[src/rtl/reset_sequencer_multi_if.sv]
// Handshake bundle between the reset sequencer and the logic it brings out of reset.
// The slave modport is the sequencer side; master is the consumer side.
interface reset_sequencer_multi_if #(
  parameter int NUM_STAGES = 4
);
  localparam int IDX_W = (NUM_STAGES > 1) ? $clog2(NUM_STAGES) : 1;

  logic                  restart;
  logic [NUM_STAGES-1:0] stage_rdy;
  logic [NUM_STAGES-1:0] rst_out;
  logic [IDX_W-1:0]      stage_idx;
  logic                  done;
  logic                  timeout_err;

  modport master (
    output restart, stage_rdy,
    input  rst_out, stage_idx, done, timeout_err
  );

  modport slave (
    input  restart, stage_rdy,
    output rst_out, stage_idx, done, timeout_err
  );
endinterface

[src/rtl/reset_sequencer_multi.sv]
// Staged reset release: NUM_STAGES active-high resets freed in ascending order after per-stage holds.
// Define RST_SEQ_TIMEOUT_EN to add the sticky ready-wait timeout; without it WAIT persists forever.
//   state   | meaning
//   S_COUNT | counting hold cycles of stage stage_idx
//   S_WAIT  | stage stage_idx released, waiting for its stage_rdy
//   S_DONE  | every stage released, done asserted
module reset_sequencer_multi #(
  parameter int                          NUM_STAGES = 4,
  parameter int                          CNT_W      = 10,
  parameter logic [NUM_STAGES*CNT_W-1:0] STAGE_DLY  = {4{10'd100}},
  parameter logic [NUM_STAGES-1:0]       WAIT_RDY   = 4'b0100,
  parameter logic [15:0]                 TIMEOUT    = 16'd1000
) (
  input logic                    clk10m,
  input logic                    sys_rst_n,
  reset_sequencer_multi_if.slave bus
);
  localparam int               IDX_W    = (NUM_STAGES > 1) ? $clog2(NUM_STAGES) : 1;
  localparam int               DEPTH    = 1 << IDX_W;
  localparam logic [IDX_W-1:0] LAST_IDX = IDX_W'(NUM_STAGES - 1);

  typedef enum logic [1:0] {S_COUNT, S_WAIT, S_DONE} state_t;

  state_t           state;
  logic [CNT_W-1:0] cnt;

  // Tables padded to a power of two so any stage_idx value indexes safely.
  logic [CNT_W-1:0] dly_tab [DEPTH];
  logic [DEPTH-1:0] wait_tab;
  logic [DEPTH-1:0] rdy_tab;
  logic [DEPTH-1:0] legal_tab;

  for (genvar i = 0; i < DEPTH; i++) begin : g_tab
    if (i < NUM_STAGES) begin : g_used
      assign dly_tab[i]   = STAGE_DLY[i*CNT_W +: CNT_W];
      assign wait_tab[i]  = WAIT_RDY[i];
      assign rdy_tab[i]   = bus.stage_rdy[i];
      assign legal_tab[i] = 1'b1;
    end else begin : g_pad
      assign dly_tab[i]   = '0;
      assign wait_tab[i]  = 1'b0;
      assign rdy_tab[i]   = 1'b0;
      assign legal_tab[i] = 1'b0;
    end
  end

  logic                  is_last;
  logic [NUM_STAGES-1:0] release_mask;

  assign is_last      = (bus.stage_idx == LAST_IDX);
  assign release_mask = ~(NUM_STAGES'(1) << bus.stage_idx);

`ifdef RST_SEQ_TIMEOUT_EN
  logic [15:0] wait_cnt;
`else
  assign bus.timeout_err = 1'b0;
`endif

  always_ff @(posedge clk10m) begin
    if (!sys_rst_n || bus.restart || !legal_tab[bus.stage_idx]) begin
      state         <= S_COUNT;
      bus.stage_idx <= '0;
      cnt           <= '0;
      bus.rst_out   <= '1;
      bus.done      <= 1'b0;
`ifdef RST_SEQ_TIMEOUT_EN
      wait_cnt      <= '0;
      if (!sys_rst_n) bus.timeout_err <= 1'b0;
`endif
    end else begin
      case (state)
        S_COUNT: begin
          if (cnt == dly_tab[bus.stage_idx]) begin
            bus.rst_out <= bus.rst_out & release_mask;
            cnt         <= '0;
            if (wait_tab[bus.stage_idx]) begin
              state <= S_WAIT;
            end else if (is_last) begin
              state    <= S_DONE;
              bus.done <= 1'b1;
            end else begin
              bus.stage_idx <= bus.stage_idx + 1'b1;
            end
          end else begin
            cnt <= cnt + 1'b1;
          end
        end
        S_WAIT: begin
          if (rdy_tab[bus.stage_idx]) begin
`ifdef RST_SEQ_TIMEOUT_EN
            wait_cnt <= '0;
`endif
            if (is_last) begin
              state    <= S_DONE;
              bus.done <= 1'b1;
            end else begin
              state         <= S_COUNT;
              bus.stage_idx <= bus.stage_idx + 1'b1;
            end
          end
`ifdef RST_SEQ_TIMEOUT_EN
          // Timeout re-arms the whole sequence but leaves the error flag sticky.
          else if (wait_cnt == TIMEOUT) begin
            bus.timeout_err <= 1'b1;
            bus.rst_out     <= '1;
            bus.stage_idx   <= '0;
            cnt             <= '0;
            wait_cnt        <= '0;
            state           <= S_COUNT;
          end else begin
            wait_cnt <= wait_cnt + 1'b1;
          end
`endif
        end
        S_DONE: begin
          bus.done <= 1'b1;
        end
        default: begin
          state         <= S_COUNT;
          bus.stage_idx <= '0;
          cnt           <= '0;
          bus.rst_out   <= '1;
          bus.done      <= 1'b0;
`ifdef RST_SEQ_TIMEOUT_EN
          wait_cnt      <= '0;
`endif
        end
      endcase
    end
  end
endmodule

[src/flat_wrapper.sv]
// flat-port wrapper written by rule: the top's interface ports become plain ports
module reset_sequencer_multi_flat 
#(
  parameter int                          NUM_STAGES = 4,
  parameter int                          CNT_W      = 10,
  parameter logic [NUM_STAGES*CNT_W-1:0] STAGE_DLY  = {4{10'd100}},
  parameter logic [NUM_STAGES-1:0]       WAIT_RDY   = 4'b0100,
  parameter logic [15:0]                 TIMEOUT    = 16'd1000
)
  (clk10m, sys_rst_n, bus_restart, bus_stage_rdy, bus_rst_out, bus_stage_idx, bus_done, bus_timeout_err);
  reset_sequencer_multi_if #(.NUM_STAGES(NUM_STAGES)) bus_i ();
  input logic clk10m;
  input logic sys_rst_n;
  input wire logic [$bits(bus_i.restart)-1:0] bus_restart;
  input wire logic [$bits(bus_i.stage_rdy)-1:0] bus_stage_rdy;
  output wire logic [$bits(bus_i.rst_out)-1:0] bus_rst_out;
  output wire logic [$bits(bus_i.stage_idx)-1:0] bus_stage_idx;
  output wire logic [$bits(bus_i.done)-1:0] bus_done;
  output wire logic [$bits(bus_i.timeout_err)-1:0] bus_timeout_err;
  assign bus_i.restart = bus_restart;
  assign bus_i.stage_rdy = bus_stage_rdy;
  assign bus_rst_out = bus_i.rst_out;
  assign bus_stage_idx = bus_i.stage_idx;
  assign bus_done = bus_i.done;
  assign bus_timeout_err = bus_i.timeout_err;
  reset_sequencer_multi #(.NUM_STAGES(NUM_STAGES), .CNT_W(CNT_W), .STAGE_DLY(STAGE_DLY), .WAIT_RDY(WAIT_RDY), .TIMEOUT(TIMEOUT)) u_core (.clk10m(clk10m), .sys_rst_n(sys_rst_n), .bus(bus_i));
endmodule
[config.mk]
export PLATFORM = sky130hd
export DESIGN_NAME = reset_sequencer_multi_flat
export DESIGN_NICKNAME = d
export VERILOG_FILES = /design/src/rtl/reset_sequencer_multi_if.sv /design/src/rtl/reset_sequencer_multi.sv /design/src/flat_wrapper.sv
export SDC_FILE = /design/constraint.sdc
export NUM_CORES = 1
export LEC_CHECK = 0
export BUFFER_PORTS_ARGS = -buffer_cell sky130_fd_sc_hd__buf_2
export CAP_MARGIN = 30
export CORE_MARGIN = 5
export CORE_UTILIZATION = 50
export DETAILED_ROUTE_END_ITERATION = 12
export GPL_TIMING_DRIVEN = 1
export HOLD_SLACK_MARGIN = 0.15
export PLACE_DENSITY = 0.74
export SETUP_SLACK_MARGIN = 0.2
export SLEW_MARGIN = 15
export SYNTH_ARGS = -nofsm -noshare
export SYNTH_HDL_FRONTEND = slang
export SYNTH_SLANG_ARGS = --single-unit
[constraint.sdc]
create_clock -name clk10m -period 1.8 [get_ports clk10m]
set_clock_uncertainty 0.1 [all_clocks]
set_input_delay 0.45 -clock clk10m [delete_from_list [all_inputs] [get_ports clk10m]]
set_output_delay 0.45 -clock clk10m [all_outputs]
set_load 0.05 [all_outputs]
### After elaboration in Yosys (flattened, before gate mapping)

Cells that the tools add are included.

* bits in registers: 19
* input port bits: 7
* output and inout bits: 8
* word-level logic and storage cells: 62

* $add $sub $neg: 2
* $lt $le $gt $ge: 2
* eq/ne operators: 8
* shifts and indexed selects: 1
* mux-type cells: 29
* bitwise operators: 5
* reduce and logical (&&, ||, !) cells: 10

Operators with widths (count)
* $mux 10: 3
* $bmux 10 s2: 1
* $pmux 10 s2: 1
* $mux 2: 9
* $pmux 2 s3: 2
* $add 10x1->10 const B: 1
* $eq 10x10->1: 1
* $pmux 4 s2: 1
* $reduce_and 4->1: 2
* $mux 1: 7
* $bmux 1 s2: 3
* $and 4x4->4: 1
* $eq 2x2->1 const B: 2
* $mux 4: 1
* $ne 2x1->1 const B: 2
* $not 4->4: 1
* $shl 1x2->4 const A: 1
* $ge 3x3->1 const B: 1
* $lt 2x3->1 const B: 1
* $ne 3x1->1 const B: 1
* $not 2->3: 1
* $pmux 1 s3: 1
* $reduce_and 3->1: 1
* $add 2x1->2 const B: 1
* other kinds (8): 11

### Logic depth before layout (Yosys ltp)

* depth after elaboration: 7
* gate-level depth with buffers: 7
* mapped depth without buffers: 6

### Worst setup path before layout

Ideal clock, no wire load.

* path kind: reg-to-reg
* start point: reg u_core.bus.stage_idx[0]
* end point: reg u_core.bus.stage_idx[0]
* arrival: 1948 ps
* setup slack: -320 ps
* cell stages (with the launch flop): 6
* buffers on the path: 0
* clock period less this slack: 2120 ps
* path through: dfxtp_1 -> inv_1 -> ha_1 -> a221o_1 -> nor3_1 -> mux2i_1

* word-level cells in the longest chain between the ends: 7
* elaborated cells between the ends (all ways): 24

Ends and longest elaborated chain
* from (decl): RTL line reset_sequencer_multi_if.sv:22 `output rst_out, stage_idx, done, timeout_err`
* from (signal assigned): RTL line reset_sequencer_multi.sv:82 `bus.stage_idx <= bus.stage_idx + 1'b1;`
* from (signal assigned): RTL line reset_sequencer_multi.sv:98 `bus.stage_idx <= bus.stage_idx + 1'b1;`
* $not 2->3 (implied by the code): RTL line reset_sequencer_multi.sv:73 `if (cnt == dly_tab[bus.stage_idx]) begin`
* $bmux 10 s2: RTL line reset_sequencer_multi.sv:73
* $mux 10 (implied by the code) (2 in a row): RTL line reset_sequencer_multi.sv:73
* $eq 10x10->1: RTL line reset_sequencer_multi.sv:73
* $ne 2x1->1 (no source line)
* $reduce_and 4->1 (no source line)

Parallel ways exist; a longest one is shown, timed or not. The select of a mux whose other input is x is not followed.
A chain may end at the register's enable or synchronous reset.

### Final worst setup path

* start point: reg u_core.cnt[0]
* end point: reg u_core.state[0]

* word-level cells in the longest chain between the ends: 3

Ends and longest elaborated chain
* from (decl): RTL line reset_sequencer_multi.sv:25 `logic [CNT_W-1:0] cnt;`
* from (signal assigned): RTL line reset_sequencer_multi.sv:85 `cnt <= cnt + 1'b1;`
* $eq 10x10->1: RTL line reset_sequencer_multi.sv:73
* $ne 2x1->1 (no source line)
* $reduce_and 4->1 (no source line)
* to (signal assigned): RTL line reset_sequencer_multi.sv:77 `state <= S_WAIT;`
* to (signal assigned): RTL line reset_sequencer_multi.sv:79 `state <= S_DONE;`
* to (signal assigned): RTL line reset_sequencer_multi.sv:94 `state <= S_DONE;`
* to (decl): RTL line reset_sequencer_multi.sv:24 `state_t state;`

Every way passes these cells.

==> impl_metrics.tcl <==
set metrics [dict create \
    min_period_ns 1.81 \
    multi_input_area_sq_um 827 \
    crit_arrival_ns 1.93 \
    ys_warn_count 0 \
    path_class "reg2reg" \
    clkPwrFrac 0.315 \
    intPower_mw 0.536 \
    crit_path_start_kind "flop" \
    synth_seq_cells 19 \
    yosysSeqAreaShare 0.349 \
    synthArstFlopShare 0 \
    worstHoldPathType "reg2reg" \
    firstDrtPassIters 4 \
    grt_setup_unrepaired "yes" \
    dp.cells 171 \
    grt_usage 0.185 \
    final_net_count 173 \
    place_area_sq_mm 0.00132 \
    grt_pass1_vias 1008 \
    seqPwrFrac 0.594 \
    fp-row-count 16 \
    totalPowerFinal_mw 0.707 \
    drt_first_iter_violations 43 \
    worst_slew_pin_slew_ns 0.561 \
    finalNonFillerCells 183 \
    cp_slowest_cell "or3_4" \
    max_stage_delay_ns 0.43 \
    seq_area_sq_um 395 \
    grt.overflow.total 0 \
    synth-edff-count 0 \
    critPathBufInv 1 \
    drive_gt1_frac 0.494 \
    antenna_left 0 \
    synth_ff_type "dfxtp_1" \
    grt_antenna_before_repair 0 \
    crit_family "simple AND/OR/NAND/NOR gates" \
    crit_chain "inv_2, ha_2, nor4b_4, a41oi_4, or3_4, o32ai_2" \
    vias_per_cell 5.78 \
    start_util 0.538 \
    worst_slack_ns -0.0113 \
    die_y_um 56.7 \
    final_cell_area_sq_mm 0.00156 \
    cts_tree "built" \
    io_pins 15 \
    routedWlPerCell_um 16.5 \
    avgSynthCellArea_sq_um 8.92 \
    drc 0 \
    violations "setup timing" \
    p_comb_frac 0.091 \
    utilization 0.770 \
    yosys.cell_types.count 39 \
    clockBufferDepth 2 \
    p_leak_nw 0.557 \
    num_antenna_cells 0 \
    sw_frac_of_total 0.242 \
    slew_violations 0 \
    slew_headroom 0.625 \
    place_congestion 0.845 \
    finalCritPeriodShare 1.01 \
    drv_cap 0 \
    netlist_area_sq_mm 0.00109 \
    vias 1057 \
    fmax_mhz 552 \
    nFillCells 125 \
    htree_levels 1 \
    grt_pass1_wl_mm 4.71 \
    finalHoldViolations 0 \
    synthCells 122 \
    cp.required_ns 1.92 \
    power.density_mw_per_mm2 454 \
    synth_nets 138 \
    path_max_fanout 4 \
    critPathCaptureType "flop" \
    grt_max_degree 11 \
    die_area_sq_mm 0.00321 \
    root_buffer "clkbuf_4" \
    area_growth_pct 43.0 \
    setup_viol 1 \
    clock_latency_ns 0.30 \
    cts_buffers 3 \
    routed_wl_mm 3.03 \
    status "finished with violations" \
    core-area_sq_mm 0.00202 \
    vdd_ir_drop_max_v 0.000459 \
    cts_sinks 19 \
    p_switching_mw 0.171 \
    cts.clk_slew.worst_paths_ns 0.11 \
    die_x_um 56.7 \
    io_buffers 13 \
    dp_hpwl_mm 1.85 \
]
cells by family (layout without fill, tap and decap cells):
family / after synthesis / count (layout) / synth area share
fa+ha+maj: 9 / 9 / 0.103
flops: 19 / 19 / 0.349
compound gates: 16 / 16 / 0.114
simple gates: 51 / 51 / 0.257
other cells: 1 / 1 / 0.00344
xor+xnor: 9 / 9 / 0.0724
buf+inv: 12 / 46 / 0.0517
mux: 5 / 5 / 0.0483
metal layers:
| layer | global-route usage | part of all wire | vias to the layer above |
|---|---|---|---|
| li1 | - | - | 491 |
| met3 | 0.0367 | 0.077 | 9 |
| met2 | 0.290 | 0.48 | 57 |
| met5 | 0 | 0 | - |
| met1 | 0.252 | 0.43 | 500 |
| met4 | 0.0610 | 0.020 | 0 |
registers in the layout, summed over array words and instances, names as in the netlist:
name / flops
u_core.bus.done: 1
u_core.bus.rst_out: 4
u_core.state: 2
u_core.bus.stage_idx: 2
u_core.cnt: 10
power groups by stage:
stage | Sequential [mW] | Clock, mW | Combinational, mW
after floorplan | 0.433 | 0 | 0.0311
after global placement | 0.432 | 0 | 0.0482
after detailed placement | 0.432 | 0 | 0.0500
after CTS | 0.419 | 0.223 | 0.0597
after global routing | 0.420 | 0.247 | 0.0685
final | 0.420 | 0.223 | 0.0643
worst paths after layout:
path                           endpoint  slack [ns]                   from  cells past startpoint
hold reg to reg   u_core.bus.rst_out[1]        0.40  u_core.bus.rst_out[1]                      2
setup / recovery        u_core.state[0]       -0.01          u_core.cnt[0]                      6
setup reg to reg        u_core.state[0]       -0.01          u_core.cnt[0]                      6
hold / removal    u_core.bus.rst_out[1]        0.40  u_core.bus.rst_out[1]                      2
worst register-to-register path: cells and delay by family, from the launching register on:
kind,cells,cell delay [ns]
adders and majority gates,1,0.15
AOI/OAI and AO/OA,2,0.41
DFF,1,0.34
buffers and inverters,1,0.04
and+or+nand+nor,2,0.69
per-stage QoR:
stage	hold slack [ns]	TNS (ns)	setup slack, ns
after floorplan	0.379	0	0.0790
after detailed placement	0.378	-0.0788	-0.0402
final	0.398	-0.0113	-0.0113
after CTS	0.394	0	0.0529
after global placement	0.373	0	0.0411
after global routing	0.409	-0.734	-0.117
final cells by class:
type,instances,share of cell area
Tap cell,27,0.0217
Clock buffer,4,0.0169
Timing Repair Buffer,33,0.150
Inverter,9,0.0265
Sequential cell,19,0.254
Multi-Input combinational cell,91,0.531
cell usage after synthesis, drive strengths merged, types with 3 or more instances:
library cell,instances,area share
nor2,18,0.062
nor3,3,0.014
xor2,5,0.040
ha,9,0.10
xnor2,4,0.032
a21oi,4,0.018
mux2i,3,0.028
inv,9,0.031
nand4,4,0.023
nand2,9,0.031
dfxtp,19,0.35
timing repair:
| item | CTS | global route |
|---|---|---|
| setup endpoints to repair | 10 | 20 |
| buffers inserted | 7 | 0 |
| hold buffers | 0 | 0 |
| gates cloned | 1 | 0 |
| resized for setup | 18 | 15 |
| pin swaps | 8 | 8 |
cells in the final DEF, fill, tap and decap left out, drive strengths merged, types with 2 or more instances in the layout:
cell,netlist,final
buf,2,32
dfxtp,19,19
nor2,18,18
nand2,9,9
ha,9,9
inv,9,9
xor2,5,5
clkbuf,1,5
nand4,4,4
xnor2,4,4
a21oi,4,4
mux2i,3,3
nor3,3,3
or2b,2,2
nor4b,2,2
nor2b,2,2
nand3,2,2
mux2,2,2
nand4b,2,2
o32ai,2,2
nor4,2,2
o21ai,2,2
Power figures use the tool's default switching activity.
